===== src/rtl/counter_ctrl_pkg.sv =====
// Shared types and defaults for the run/pause counter controller.
package counter_ctrl_pkg;

  typedef enum logic {
    RUN   = 1'b0,
    PAUSE = 1'b1
  } ctrl_state_t;

  localparam int WIDTH_DEFAULT      = 64;
  localparam int DEB_CYCLES_DEFAULT = 1_000_000;

endpackage


===== src/rtl/counter_ctrl_if.sv =====
// Board-facing signals of counter_ctrl: button/direction in, counter/run flag out.
// state_dbg mirrors the RUN/PAUSE register for checkers and bring-up probes.
interface counter_ctrl_if #(
  parameter int WIDTH = 64
);
  import counter_ctrl_pkg::*;

  logic             btn_n;
  logic             dir;
  logic [WIDTH-1:0] cntr;
  logic             running;
  ctrl_state_t      state_dbg;

  modport master (
    output btn_n,
    output dir,
    input  cntr,
    input  running,
    input  state_dbg
  );

  modport slave (
    input  btn_n,
    input  dir,
    output cntr,
    output running,
    output state_dbg
  );

endinterface


===== src/rtl/counter_ctrl_key_debounce.sv =====
// Two-flop synchroniser and stable-level debouncer for an active-low key;
// emits a one-cycle press pulse on the falling edge of the debounced level.
module key_debounce
  import counter_ctrl_pkg::*;
#(
  parameter int DEB_CYCLES = DEB_CYCLES_DEFAULT
) (
  input  logic clk,
  input  logic rst_n,
  input  logic btn_n,
  output logic press
);

  localparam int            CW       = $clog2(DEB_CYCLES);
  localparam logic [CW-1:0] DEB_LAST = CW'(DEB_CYCLES - 1);

  logic          sync1_q;
  logic          btn_s;
  logic          level_q;
  logic          level_prev_q;
  logic [CW-1:0] deb_cnt_q;

  always_ff @(posedge clk) begin
    if (!rst_n) begin
      sync1_q      <= 1'b1;
      btn_s        <= 1'b1;
      level_q      <= 1'b1;
      level_prev_q <= 1'b1;
      deb_cnt_q    <= '0;
    end else begin
      sync1_q      <= btn_n;
      btn_s        <= sync1_q;
      level_prev_q <= level_q;
      // Any sample matching the accepted level restarts the stability window.
      if (btn_s == level_q) begin
        deb_cnt_q <= '0;
      end else if (deb_cnt_q == DEB_LAST) begin
        level_q   <= btn_s;
        deb_cnt_q <= '0;
      end else begin
        deb_cnt_q <= deb_cnt_q + CW'(1);
      end
    end
  end

  assign press = level_prev_q & ~level_q;

endmodule


===== src/rtl/counter_ctrl.sv =====
// Run/pause controller with an up/down counter; a debounced key press toggles RUN/PAUSE.
// Build option: define COUNTER_CTRL_SAT_EN to saturate at 0 / all-ones instead of wrapping.
module counter_ctrl
  import counter_ctrl_pkg::*;
#(
  parameter int WIDTH      = WIDTH_DEFAULT,
  parameter int DEB_CYCLES = DEB_CYCLES_DEFAULT
) (
  input  logic           clk,
  input  logic           rst_n,
  counter_ctrl_if.slave  bus
);

  ctrl_state_t      state_q;
  ctrl_state_t      state_d;
  logic [WIDTH-1:0] cntr_q;
  logic [WIDTH-1:0] cntr_d;
  logic             press;

  key_debounce #(
    .DEB_CYCLES (DEB_CYCLES)
  ) u_key_debounce (
    .clk   (clk),
    .rst_n (rst_n),
    .btn_n (bus.btn_n),
    .press (press)
  );

  always_ff @(posedge clk) begin
    if (!rst_n) begin
      state_q <= RUN;
      cntr_q  <= '0;
    end else begin
      state_q <= state_d;
      cntr_q  <= cntr_d;
    end
  end

  always_comb begin
    state_d = state_q;
    case (state_q)
      RUN:     if (press) state_d = PAUSE;
      PAUSE:   if (press) state_d = RUN;
      default: state_d = RUN;
    endcase
  end

  // Steps on the registered state, so the edge that enters PAUSE still counts once.
  always_comb begin
    cntr_d = cntr_q;
    if (state_q == RUN) begin
`ifdef COUNTER_CTRL_SAT_EN
      if (!bus.dir && (cntr_q != {WIDTH{1'b1}})) begin
        cntr_d = cntr_q + WIDTH'(1);
      end else if (bus.dir && (cntr_q != '0)) begin
        cntr_d = cntr_q - WIDTH'(1);
      end
`else
      if (!bus.dir) begin
        cntr_d = cntr_q + WIDTH'(1);
      end else begin
        cntr_d = cntr_q - WIDTH'(1);
      end
`endif
    end
  end

  assign bus.cntr      = cntr_q;
  assign bus.running   = (state_q == RUN);
  assign bus.state_dbg = state_q;

endmodule


===== src/flat_wrapper.sv =====
// flat-port wrapper written by rule: the top's interface ports become plain ports
module counter_ctrl_flat import counter_ctrl_pkg::*;
#(
  parameter int WIDTH      = WIDTH_DEFAULT,
  parameter int DEB_CYCLES = DEB_CYCLES_DEFAULT
)
  (clk, rst_n, bus_btn_n, bus_dir, bus_cntr, bus_running, bus_state_dbg);
  counter_ctrl_if #(.WIDTH(WIDTH)) bus_i ();
  input  logic clk;
  input  logic rst_n;
  input wire logic [$bits(bus_i.btn_n)-1:0] bus_btn_n;
  input wire logic [$bits(bus_i.dir)-1:0] bus_dir;
  output wire logic [$bits(bus_i.cntr)-1:0] bus_cntr;
  output wire logic [$bits(bus_i.running)-1:0] bus_running;
  output wire logic [$bits(bus_i.state_dbg)-1:0] bus_state_dbg;
  assign bus_i.btn_n = bus_btn_n;
  assign bus_i.dir = bus_dir;
  assign bus_cntr = bus_i.cntr;
  assign bus_running = bus_i.running;
  assign bus_state_dbg = bus_i.state_dbg;
  counter_ctrl #(.WIDTH(WIDTH), .DEB_CYCLES(DEB_CYCLES)) u_core (.clk(clk), .rst_n(rst_n), .bus(bus_i));
endmodule

===== config.mk =====
export PLATFORM = sky130hd
export DESIGN_NAME = counter_ctrl_flat
export DESIGN_NICKNAME = d
export VERILOG_FILES = /design/src/rtl/counter_ctrl_pkg.sv /design/src/rtl/counter_ctrl_if.sv /design/src/rtl/counter_ctrl_key_debounce.sv /design/src/rtl/counter_ctrl.sv /design/src/flat_wrapper.sv
export SDC_FILE = /design/constraint.sdc
export NUM_CORES = 1
export LEC_CHECK = 0
export ABC_CLOCK_PERIOD_IN_PS = 3100
export BUFFER_PORTS_ARGS = -buffer_cell sky130_fd_sc_hd__buf_2
export CORE_MARGIN = 5
export CORE_UTILIZATION = 50
export CTS_CLUSTER_DIAMETER = 40
export DETAILED_ROUTE_END_ITERATION = 10
export PLACE_DENSITY_LB_ADDON = 0.05
export SYNTH_ARGS = -nofsm -noshare
export SYNTH_HDL_FRONTEND = slang
export SYNTH_SLANG_ARGS = --single-unit
export TNS_END_PERCENT = 20

===== constraint.sdc =====
create_clock -name clk -period 3.1 [get_ports clk]
set_input_delay 0.155 -clock clk [delete_from_list [all_inputs] [get_ports clk]]
set_output_delay 0.155 -clock clk [all_outputs]
set_load 0.005 [all_outputs]

After elaboration in Yosys (flattened, before gate mapping)

Cells that the tools add are included.

Register bits after elaboration: 89
Output and inout port bits: 66

Add/sub/neg operators: 3
Mux-type cells: 4
Bitwise operators: 5
Reduce and logical (&&, ||, !) cells: 2
Equal/unequal tests: 2

Operators by type and width:

| kind                    | number |
|---|---|
| $add A64 B1 Y64 const B | 1 |
| $mux W64                | 1 |
| $sub A64 B1 Y64 const B | 1 |
| $add A20 B1 Y20 const B | 1 |
| $eq A20 B20 Y1 const B  | 1 |
| $not A1 Y1              | 4 |
| $reduce_or A3 Y1        | 1 |
| $mux W1                 | 2 |
| $pmux W1 S2             | 1 |
| $reduce_and A2 Y1       | 1 |
| $and A1 B1 Y1           | 1 |
| $eq A1 B1 Y1            | 1 |

Longest topological paths before layout

Gate-level depths: netlist of the first run.

Word-level depth: 4
Gate-level depth with buffers: 12
Depth with buffers taken out: 11

Cells and area by module

A second synthesis of the first run with hierarchy kept.

Cells, all modules: 927
Area, all modules: 7060.5 µm²

By module, submodules not included:

| module       | area an instance (µm²) | times used | cells an instance | seq. area each (µm²) |
|---|---|---|---|---|
| counter_ctrl | 6020.8                 | 1          | 812               | 1301.2 |
| key_debounce | 1039.7                 | 1          | 115               | 480.5 |

Worst setup path before layout of the first run

Ideal clock, no wire load.

Path type: register -> register
Start point: register u_core.cntr_q[6], in the netlist u_core.bus.cntr[6]
End point: register u_core.cntr_q[63], in the netlist u_core.bus.cntr[63]
Stages on the path, launching flop included: 12
Library setup time: 72 ps
Path buffers: 0
Path slack: 242 ps
Arrival time: 2787 ps
Cells stage by stage: dfxtp_1 -> ha_1 -> nand3_1 -> or4_4 -> a2111o_1 -> a21oi_2 -> o21bai_2 -> a211oi_2 -> nor3_1 -> o21a_1 -> o21ai_1 -> mux2i_1

Word-level cells in the longest chain between the ends: 2

Ends and longest elaborated chain:

| item                                                      | RTL line                               | text |
|---|---|---|
| from (decl)                                               | counter_ctrl.sv:16                     | `logic [WIDTH-1:0] cntr_q;` |
| from (signal assigned)                                    | counter_ctrl.sv:35                     | `cntr_q <= cntr_d;` |
| $add A64 B1 Y64 / $sub A64 B1 Y64 (equally long branches) | counter_ctrl.sv:60, counter_ctrl.sv:62 |  |
| $mux W64 *                                                | counter_ctrl.sv:59                     | `if (!bus.dir) begin` |

Mark *: on every way between the ends. The rest lies on a longest branch, timed or not.
A chain may end at the register's enable or synchronous reset.

Worst setup path after layout of the first run

Start point: register u_core.cntr_q[5], in the netlist u_core.bus.cntr[5]
End point: register u_core.cntr_q[59], in the netlist u_core.bus.cntr[59]

Same word-level chain as after synthesis.

==> results by group, run 1 <==
Pwr
  – Maximum vdd drop: 0.645 mV
  – Leakage: 3.88 nW
  – Combinational share of power: between 60 and 70%
  – Clock share of power: roughly 14%
  – P per Cell Area: slightly below 1000 nW/um2
  – Int Power: approximately 4.8 mW
  – Sw Ratio: between 40 and 50%
  – Reg power frac: between 20% and 30%
  – Net switching power: roughly 3.6 mW
  – Total power: ~8.4 mW

Place
  – Number of port buffers: 69
  – Final RePlAce weighted congestion: approximately 0.96
  – Place WS: -234 ps
  – Hpwl dp: between 10 and 15 mm

Min path
  – Hold EP: u_core.bus.cntr[30]$_SDFFE_PN0N_
  – Hold Startpoint: rst_n
  – Hold Path Depth: 2
  – HP Class: in -> reg

Global routing
  – GRT Residual Overflow: 0
  – Pin count of the biggest net entering global routing: 45
  – Vias in the first global route: about 6700
  – Initial antenna violation count: 0
  – GRT Overall Usage: 23.7%
  – First-pass GRT wire length: 32.2 mm

Synthesis
  – Syn_nets: just under 1000
  – Ys flop type: dfxtp_1
  – Cell Area, Synth: ~7000 um2
  – Sequential fraction of the synthesis area: 25.9%
  – Mean Syn Cell Area: approximately 7.6 um2
  – Top cell type's share of synthesized area: about 26%
  – Post-synth top area cell: dfxtp_1
  – Cells after synthesis: 905
  – Top post-synthesis cells by area: dfxtp_1 26%, ha_1 11%, nand2_1 6.3%, a21oi_1 5.4%, o21ai_0 5.2%
  – Synth Register Bits: approximately 90
  – Library cells used by synthesis: 59
  – Commonest cells in the netlist: 115 x nand2_1, 89 x dfxtp_1, 74 x a21oi_1
  – Asr flop ratio synth: 0%
  – Most numerous cell in the Yosys netlist: nand2_1
  – Synth warn: 0
  – EDFF count, synth: 0

Cells and area
  – Diode count: 0
  – Area grow syn2layout: 25.3%
  – Filler cells: between 1000 and 1500
  – Multi-input logic area: 5010 um2
  – Layout cells sized above 1: 22.3%
  – Layout Nets: approximately 1100
  – Register area: approximately 1800 um2

Floorplanning
  – Full die area: 16200 um2
  – Die Span X: roughly 130 um
  – Core Box Area: ~13000 um2
  – Die Y: ~130 um
  – Row cnt: 42
  – Ports: 70
  – Initial Utilization: 51.6%

Routing
  – Vias per cell: 5.61
  – Metal3 WL: just over 800 um
  – WL final: around 19 mm
  – DRT iter0 DRCs: about 360
  – Antenna-violating nets left: 0
  – DR WL/cell: 15.7 um
  – Drt pass-1 iters: 5
  – DR vias: just under 7000
  – Residual DRC: 0
  – Met1 wire length: approximately 9.4 mm
  – Wire length on met2: 8.78 mm
  – Top Metal Used: met4

Timing
  – Fin crit period: 3050 ps
  – Normalized max-slew margin: approximately 50%
  – Setup ws final: between 50 and 60 ps
  – Setup violations, final: 0
  – Fin Clk Skew: about 8.6 ps
  – Worst-margin pin slew: around 750 ps
  – RSZ-0062 raised after global routing: yes
  – Max Fclk: 328 MHz
  – Tcrit/Tclk final: a little over nine tenths
  – Final Hold Viols: 0
  – Final count of pins violating max slew: 0

Critical path
  – Req. time, crit path: roughly 3300 ps
  – R2R setup slack: approximately 50 ps
  – Worst setup path startpoint: u_core.bus.cntr[5]$_SDFFE_PN0N_
  – Cells on worst reg2reg path: 12
  – Slowest CP cell: or4_4
  – Critical Path Fanout Max: 3
  – Worst Path Buf+Inv: 1
  – CP endpoint kind: flop
  – CP Launch Type: flop
  – WS Path Type: reg -> reg
  – Critical Path AT: 3270 ps
  – Reg2reg start: u_core.bus.cntr[5]$_SDFFE_PN0N_
  – Top cell by count, worst path: o21ai_1
  – CP Cell Sequence: ha_4 -> nand3_2 -> or4_4 -> a2111o_1 -> a21oi_2 -> o21bai_2 -> a211oi_2 -> buf_4 -> nor3b_1 -> o21ai_1 -> xnor2_1 -> o21ai_1
  – Crit-path max cell delay: ~570 ps
  – Crit-path leading delay family: compound AO/OA/AOI/OAI gates
  – R2R Path End: u_core.bus.cntr[59]$_SDFFE_PN0N_

Clocking
  – H-tree Lvls: 3
  – Root Driver: clkbuf_16
  – Clk Latency, worst-skew pair: 360 ps
  – TritonCTS clock tree: yes
  – Clock transition at path regs: 70 ps
  – Longest Clk Path Bufs: 2
  – Total CTS buffers: 9
  – Clk sink count: 89

Job
  – Max-cap violations: 0

Run status
  – Status: completed
cell type report:
type                    count  share of cell area [%]
well taps                 176                    2.55
inverters                  28                    1.22
repair buffers            177                    13.8
flip-flops and latches     89                    20.8
multi-input cells         746                    58.1
clock buffers               9                    2.61
clock inverters             7                   0.972
worst register-to-register path, stage by stage (launching register included):
cell and delay, ps:
dfxtp_4 360, ha_4 280, nand3_2 70, or4_4 570, a2111o_1 430, a21oi_2 210
o21bai_2 120, a211oi_2 300, buf_4 160, nor3b_1 60, o21ai_1 160, xnor2_1 140
o21ai_1 70
cell families after synthesis:
| family | Yosys count | share of synthesized area [%] |
|---|---|---|
| simple gates | 329 | 23.1 |
| compound gates | 280 | 26.0 |
| flops | 89 | 25.9 |
| xor+xnor | 70 | 8.91 |
| buf+inv | 70 | 3.89 |
| fa+ha+maj | 64 | 11.7 |
| mux | 3 | 0.436 |
registers in the layout, indices dropped and copies added, names as in the netlist:
| signal | flops |
|---|---|
| u_core.bus.state_dbg | 1 |
| u_core.u_key_debounce.level_q | 1 |
| u_core.u_key_debounce.deb_cnt_q | 20 |
| u_core.u_key_debounce.btn_s | 1 |
| u_core.u_key_debounce.level_prev_q | 1 |
| u_core.bus.cntr | 64 |
| u_core.u_key_debounce.sync1_q | 1 |
placed cells by master (no fill, tap or decap), types with 7 or more instances in the layout:
cell type	Yosys	routed
nand2b_1	8	8
dfxtp_1	89	84
nand4_1	24	24
and3_1	12	12
o31ai_1	8	8
xor2_1	36	36
a21oi_1	74	71
nand2_1	115	114
o21ai_1	5	9
o21ai_0	72	65
ha_4	0	7
a21o_1	35	35
and2_1	39	39
o211ai_1	7	7
inv_1	28	28
buf_2	4	68
o21a_1	11	11
nand3_1	26	23
nor2b_1	8	8
ha_1	63	54
buf_4	0	105
nor3_1	11	9
nor2_1	61	60
o21bai_1	17	16
clkbuf_16	0	9
xnor2_1	34	34
per-layer routing:
layer | vias to the layer above | track usage [%]
met5 | - | 0
met4 | 0 | 5.87
met3 | 18 | 3.13
met2 | 140 | 37.8
met1 | 3226 | 33.8
li1 | 3530 | -
worst max-delay path by stage:
stage / endpoint / slack [ps] / depth (start not counted)
floorplan: u_core.bus.cntr[63]$_SDFFE_PN0N_ / 240 / 11
global placement: u_core.bus.cntr[61]$_SDFFE_PN0N_ / -100 / 13
detailed placement: u_core.bus.cntr[48]$_SDFFE_PN0N_ / -230 / 13
CTS: u_core.bus.cntr[63]$_SDFFE_PN0N_ / 0.6 / 11
global route: u_core.bus.cntr[59]$_SDFFE_PN0N_ / -90 / 12
finish: u_core.bus.cntr[59]$_SDFFE_PN0N_ / 50 / 12
power by group through the flow:
stage	logic [mW]	clock network, mW	registers, mW
after floorplan	3.20	0	1.84
after global routing	5.95	1.22	1.94
after global placement	5.10	0	1.87
after detailed placement	5.15	0	1.88
final	5.37	1.14	1.88
after CTS	5.19	1.17	1.86
timing repair:
item | CTS | global route
resized for setup | 0 | 42
endpoints found under the setup margin | 2 | 25
hold endpoints to repair | 1 | 0
setup buffers | 0 | 1
hold buffers | 1 | 0
pin swaps | 1 | 16
through the flow:
step | util [%] | TNS [ps] | cell area [um2] | hold slack, ps | cells
3_3_place_gp | 60.7 | -657 | 8110 | 339 | 1214
3_5_place_dp | 60.7 | -2360 | 8110 | 350 | 1214
2_1_floorplan | - | 0 | 6880 | 256 | 905
5_1_grt | 64.6 | -402 | 8630 | 230 | 1232
6_report | 64.6 | 0 | 8630 | 218 | 1232
4_1_cts | 63.1 | 0 | 8430 | 211 | 1231
No activity file was read; power rests on OpenSTA's default activity.
==> run 2: changes to the inputs <==
Settings changed: PLACE_DENSITY set to 0.71, PLACE_DENSITY_LB_ADDON 0.05 to not set.
==> run 2 against run 1 <==
Compared with the run above: worst setup slack gained 46 ps; sequential share of layout area grew 0.51 points; flip-flop and latch count unchanged; via count shrank 1.9%; critical path depth fell by 1; global-route usage shrank 1.4 points; die area did not move.
==> results by group, run 2 (same netlist as run 1, synthesis figures left out) <==
Routing
  – Drt pass-1 iters: 5
  – Vias per cell: between 5 and 6
  – DRT iter0 DRCs: about 310
  – Antenna-violating nets left: 0
  – DR vias: around 6800
  – DR WL/cell: roughly 15 um
  – Residual DRC: 0
  – WL final: between 15 and 20 mm

Timing
  – Worst hold slack: between 100 and 150 ps
  – Final count of pins violating max slew: 0
  – Max Fclk: approximately 330 MHz
  – Fin crit period: about 3000 ps
  – Fin Clk Skew: ~6.3 ps
  – Worst-margin pin slew: 727 ps
  – Final Hold Viols: 0
  – Tcrit/Tclk final: between 90% and 100%
  – Setup violations, final: 0
  – Normalized max-slew margin: about half

Clocking
  – Total CTS buffers: 9
  – TritonCTS clock tree: yes
  – H-tree Lvls: 3
  – Clk Latency, worst-skew pair: roughly 360 ps
  – Root Driver: clkbuf_16
  – Clock transition at path regs: roughly 70 ps
  – Clk sink count: 89
  – Longest Clk Path Bufs: 2

Cells and area
  – Post-Layout Cell Count: roughly 1200
  – Area grow syn2layout: 22.4%
  – Most common cell after layout, fill and taps aside: nand2_1
  – Max FFs per register: 64
  – Layout cells sized above 1: approximately a fifth
  – Layout Nets: about 1100
  – Leading cell types in the layout, fill and taps excluded: 115 x nand2_1, 86 x buf_4, 83 x dfxtp_1, 71 x a21oi_1, 69 x buf_2
  – Diode count: 0

Critical path
  – CP Cell Sequence: ha_1 -> inv_1 -> or3_2 -> a2111o_1 -> a21oi_2 -> o21bai_2 -> a211oi_2 -> nor2_1 -> o21ai_1 -> xnor2_1 -> o21ai_0
  – Worst Setup EP: u_core.bus.cntr[61]$_SDFFE_PN0N_
  – Slowest CP cell: or3_2
  – Worst setup path startpoint: u_core.bus.cntr[10]$_SDFFE_PN0N_
  – Req. time, crit path: between 3000 and 4000 ps
  – R2R Path End: u_core.bus.cntr[61]$_SDFFE_PN0N_
  – Critical Path AT: about 3200 ps
  – Reg2reg start: u_core.bus.cntr[10]$_SDFFE_PN0N_
  – Critical Path Fanout Max: 3
  – Cells on worst reg2reg path: 11
  – CP Launch Type: flop
  – Crit-path max cell delay: around 470 ps
  – WS Path Type: reg -> reg
  – R2R setup slack: 100 ps
  – CP endpoint kind: flop

Place
  – Hpwl dp: ~14 mm
  – Post-Place Cells: 1192
  – Number of port buffers: 69
  – Final RePlAce weighted congestion: 0.901

Job
  – Max-cap violations: 0

Global routing
  – GRT Overall Usage: ~22%
  – Pin count of the biggest net entering global routing: 39
  – GRT Residual Overflow: 0
  – Vias in the first global route: about 6400
  – First-pass GRT wire length: 30.3 mm
  – Initial antenna violation count: 0

Floorplanning
  – Die Span X: approximately 130 um
  – Full die area: 16200 um2
  – Die Y: 127 um
  – Core Box Area: ~13000 um2
  – Initial Utilization: about 52%
  – Ports: 70
  – Row cnt: between 40 and 50

Run status
  – Status: completed

Min path
  – Hold Path Depth: 2
  – Hold Startpoint: rst_n
  – HP Class: in -> reg

Pwr
  – Maximum vdd drop: 0.457 mV
  – Leakage: between 3 and 4 nW
  – P per Cell Area: just under 1000 nW/um2
-- run 2: cell count changes in the layout (fill, tap and decap cells not counted), sizes merged --
cell,delta
inv,+1
clkinvlp,+1
clkinv,-3
buf,-19
-- run 2: cell type report --
type | instances | area [um2]
clock buffers | 10 | 239
clock inverters | 6 | 53.8
fillers | 1194 | 4920
inverters | 28 | 105
multi-input cells | 746 | 4990
flip-flops and latches | 89 | 1790
well taps | 176 | 220
repair buffers | 157 | 1020
-- run 2: what timing repair did --
| action | CTS | global route |
|---|---|---|
| hold buffers | 1 | 0 |
| endpoints found under the setup margin | 0 | 27 |
| resized for setup | 0 | 36 |
| buffers inserted | 0 | 4 |
| hold endpoints to repair | 1 | 0 |
-- run 2: critical path, delay by kind of cell (launching register included) --
family	cells	cell delay, ps
AOI/OAI and AO/OA	6	1390
DFF	1	330
adders and majority gates	1	350
xor gates and xnor gates	1	150
and+or+nand+nor	2	590
buffers and inverters	1	70
-- run 2: per-layer routing --
layer  track usage (%)  routed length [um]  part of all wire, %  vias to the layer above
li1                  -                   -                    -                     3495
met1              30.1                8620                   48                     3130
met2              35.8                8320                   46                      138
met3              4.97                 816                  4.5                       20
met4              6.50                 301                  1.7                        0
met5                 0                   0                    0                        -
-- run 2: through the flow --
stage               util, %  setup TNS, ps  worst slack [ps]  area (um2)  total power [mW]
floorplan                 -              0               242        6880              5.05
global placement       59.4           -118             -43.6        7930              6.74
detailed placement     59.4           -280             -79.3        7930              6.78
CTS                    61.7              0             0.438        8230              7.93
global route           63.1           -230             -52.2        8430              8.87
finish                 63.1              0              95.8        8430              8.13
-- run 2: power breakdown --
group          switching (mW)  internal, mW  total (mW)  leakage (nW)
registers               0.360          1.53        1.89         0.738
clock network           0.520         0.583        1.10         0.142
logic                    2.63          2.50        5.13          2.88
total                    3.50          4.62        8.13          3.76
-- run 2: worst min-delay path by stage --
stage	endpoint
detailed placement	u_core.u_key_debounce.sync1_q$_SDFF_PN1_
global placement	u_core.u_key_debounce.sync1_q$_SDFF_PN1_
floorplan	u_core.u_key_debounce.sync1_q$_SDFF_PN1_
CTS	u_core.u_key_debounce.level_q$_SDFFE_PN1P_
global route	u_core.u_key_debounce.level_q$_SDFFE_PN1P_
finish	u_core.u_key_debounce.level_q$_SDFFE_PN1P_
==> run 3: changes to the inputs <==
Settings changed: ABC_CLOCK_PERIOD_IN_PS 3100 to 2500, CORE_UTILIZATION 50 to 45, PLACE_DENSITY 0.71 to 0.68, SYNTH_HIERARCHICAL set to 1.
Clock period 3.1 ns to 2.5 ns, I/O delays scaled along.
==> run 3 against run 2 <==
Compared with the run above: the run now ends with negative setup slack left; worst setup slack lost 330 ps; via count grew 20%; synthesized cell count grew 2.4%; wire length grew 33%; flip-flop and latch count is the same; cell area grew 29%; register-to-register slack lost 330 ps; critical path type unchanged; critical endpoint is now u_core/bus.cntr[63]$_SDFFE_PN0N_.
==> results by group, run 3 <==
Run status
  – Status: finished, violations left
  – Failing checks: negative setup slack

Place
  – Final RePlAce weighted congestion: approximately 0.93
  – Post-Place Cells: ~1400
  – Hpwl dp: ~16 mm
  – Number of port buffers: between 60 and 70
  – Total placed instance area: roughly 9600 um2

Clocking
  – Total CTS buffers: 9
  – Longest Clk Path Bufs: 2
  – Clk Latency, worst-skew pair: about 360 ps
  – Clk sink count: 89
  – Clock transition at path regs: 60 ps
  – Root Driver: clkbuf_16
  – TritonCTS clock tree: yes
  – H-tree Lvls: 3

Cells and area
  – Layout cells sized above 1: between 40 and 50%
  – Layout Nets: around 1300
  – Most common cell after layout, fill and taps aside: buf_4
  – Diode count: 0
  – Area grow syn2layout: 54.1%
  – Final instance area: roughly 11000 um2
  – Max FFs per register: 64
  – Post-Layout Cell Count: 1476
  – Leading cell types in the layout, fill and taps excluded: 289 x buf_4, 122 x nand2_1, 78 x dfxtp_1, 69 x buf_2, 67 x a21oi_1

Timing
  – Setup violations, final: 25
  – Setup ws final: -235 ps
  – TNS Setup: -1850 ps
  – Fin crit period: around 2700 ps
  – Worst hold slack: between 200 and 250 ps
  – Fin Clk Skew: between 10 and 15 ps
  – Worst-margin pin slew: 670 ps
  – Final count of pins violating max slew: 0
  – Max Fclk: roughly 370 MHz
  – RSZ-0062 raised after global routing: yes
  – Final Hold Viols: 0
  – Normalized max-slew margin: 55.4%
  – Tcrit/Tclk final: 109%

Floorplanning
  – Die Y: approximately 140 um
  – Full die area: approximately 18000 um2
  – Row cnt: 45
  – Die Span X: around 140 um
  – Core Box Area: around 15000 um2
  – Ports: 70
  – Initial Utilization: a little under half

Pwr
  – Maximum vdd drop: between 0.8 and 0.9 mV
  – Total power: about 15 mW
  – Sw Ratio: between 40 and 50%
  – Clock share of power: about a tenth
  – Combinational share of power: about 73%
  – P per Cell Area: ~1400 nW/um2
  – Leakage: 4.88 nW
  – Net switching power: roughly 6 mW
  – Int Power: 8.64 mW
  – Reg power frac: 16.2%

Routing
  – Vias per cell: around 5.5
  – Residual DRC: 0
  – DR WL/cell: 16.2 um
  – WL final: ~24 mm
  – Drt pass-1 iters: 5
  – DR vias: around 8100
  – DRT iter0 DRCs: 466
  – Antenna-violating nets left: 0

Critical path
  – Slowest CP cell: a211o_4
  – Req. time, crit path: between 2000 and 3000 ps
  – R2R setup slack: -240 ps
  – Crit-path max cell delay: between 300 and 400 ps
  – Critical Path AT: ~3000 ps
  – Crit-path leading delay family: compound AO/OA/AOI/OAI gates
  – CP Launch Type: flop
  – R2R Path End: u_core/bus.cntr[63]$_SDFFE_PN0N_
  – Crit path depth: 11
  – WS Path Type: reg -> reg
  – Worst Path Buf+Inv: 0
  – Cells on worst reg2reg path: 11
  – CP endpoint kind: flop
  – Critical Path Fanout Max: 4
  – CP Cell Sequence: ha_1 -> a21oi_2 -> o21ai_1 -> nor2b_1 -> o21bai_1 -> a31oi_1 -> a31o_4 -> a211o_4 -> a21oi_2 -> mux2i_1 -> mux2i_1
  – Reg2reg start: u_core/bus.cntr[22]$_SDFFE_PN0N_

Synthesis
  – Mean Syn Cell Area: around 7.6 um2
  – Synth Register Bits: 89
  – Post-synth top area cell: dfxtp_1
  – Top cell type's share of synthesized area: about 25%
  – Cell Area, Synth: 7060 um2
  – Ys flop type: dfxtp_1
  – Most numerous cell in the Yosys netlist: nand2_1
  – Asr flop ratio synth: 0%
  – Syn_nets: 995
  – Synth warn: 6
  – Sequential fraction of the synthesis area: around a quarter
  – Cells after synthesis: about 930
  – Commonest cells in the netlist: 123 x nand2_1, 90 x a21oi_1, 89 x dfxtp_1
  – Library cells used by synthesis: between 70 and 80
  – Top post-synthesis cells by area: dfxtp_1 25%, ha_1 11%, nand2_1 6.5%, a21oi_1 6.4%, o21ai_0 5.7%
  – EDFF count, synth: 0

Global routing
  – GRT Overall Usage: between 20% and 30%
  – Initial antenna violation count: 0
  – GRT Residual Overflow: 0
  – Vias in the first global route: 7896
  – Pin count of the biggest net entering global routing: between 60 and 70
  – First-pass GRT wire length: between 30 and 40 mm

Min path
  – Hold Startpoint: rst_n
  – Hold Path Depth: 3
  – HP Class: in -> reg
  – Hold EP: u_core/u_key_debounce/btn_s$_SDFF_PN1_

Job
  – Max-cap violations: 0
-- run 3: cell type report --
type / count / area (um2)
flip-flops and latches: 89 / 1800
repair buffers: 371 / 2680
clock buffers: 12 / 267
fillers: 1159 / 4440
inverters: 24 / 90.1
well taps: 211 / 264
clock inverters: 4 / 73.8
multi-input cells: 765 / 5710
-- run 3: how the worst max path moves through the flow --
stage,start,endpoint,slack (ps)
floorplan,u_core/bus.cntr[12]$_SDFFE_PN0N_,u_core/bus.cntr[63]$_SDFFE_PN0N_,-9
global placement,bus_dir,u_core/bus.cntr[61]$_SDFFE_PN0N_,-470
detailed placement,bus_dir,u_core/bus.cntr[61]$_SDFFE_PN0N_,-500
CTS,u_core/bus.cntr[1]$_SDFFE_PN0N_,u_core/bus.cntr[63]$_SDFFE_PN0N_,-120
global route,u_core/bus.cntr[22]$_SDFFE_PN0N_,u_core/bus.cntr[63]$_SDFFE_PN0N_,-340
finish,u_core/bus.cntr[22]$_SDFFE_PN0N_,u_core/bus.cntr[63]$_SDFFE_PN0N_,-240
-- run 3: power by group through the flow --
stage / combinational [mW] / sequential [mW] / clock, mW
final: 10.8 / 2.40 / 1.56
after detailed placement: 9.20 / 2.35 / 0
after global routing: 11.7 / 2.47 / 1.63
after CTS: 9.96 / 2.37 / 1.58
after global placement: 9.06 / 2.34 / 0
after floorplan: 4.80 / 2.38 / 0
-- run 3: cells by family after synthesis --
logic type	count (synthesis)	share of synthesized area, %
buffers and inverters	73	4.27
DFF	89	25.2
and+or+nand+nor	326	22.8
AOI/OAI and AO/OA	300	26.9
xor gates and xnor gates	72	8.93
muxes	3	0.425
adders and majority gates	64	11.4
-- run 3: per-layer routing --
layer  up-vias  share of wire, %  track usage [%]  wire length [um]
met4         0               2.6             6.89               626
met5         -                 0                0                 0
met2       256                49             44.6             11800
met1      3823                44             31.8             10500
met3        57               4.2             4.68              1010
li1       3991                 -                -                 -
-- run 3: through the flow --
| step | util [%] | worst slack, ps |
|---|---|---|
| after floorplan | - | -9.28 |
| after global placement | 62.9 | -471 |
| after detailed placement | 62.9 | -505 |
| after CTS | 68.8 | -116 |
| after global routing | 71.0 | -336 |
| final | 71.0 | -235 |
-- run 3: what timing repair did --
action                     CTS  global route
gates resized for setup     65            68
setup buffers               23             7
setup endpoints to repair   38            48
hold buffers                 1             0
pin swaps                   40            35
hold endpoints to repair     1             0
-- run 3: worst register-to-register path, delay by kind of cell, from the launching register on --
| kind | cells | cell delay (ps) |
|---|---|---|
| compound gates | 7 | 1350 |
| simple gates | 1 | 160 |
| mux | 2 | 490 |
| fa+ha+maj | 1 | 350 |
| flops | 1 | 320 |
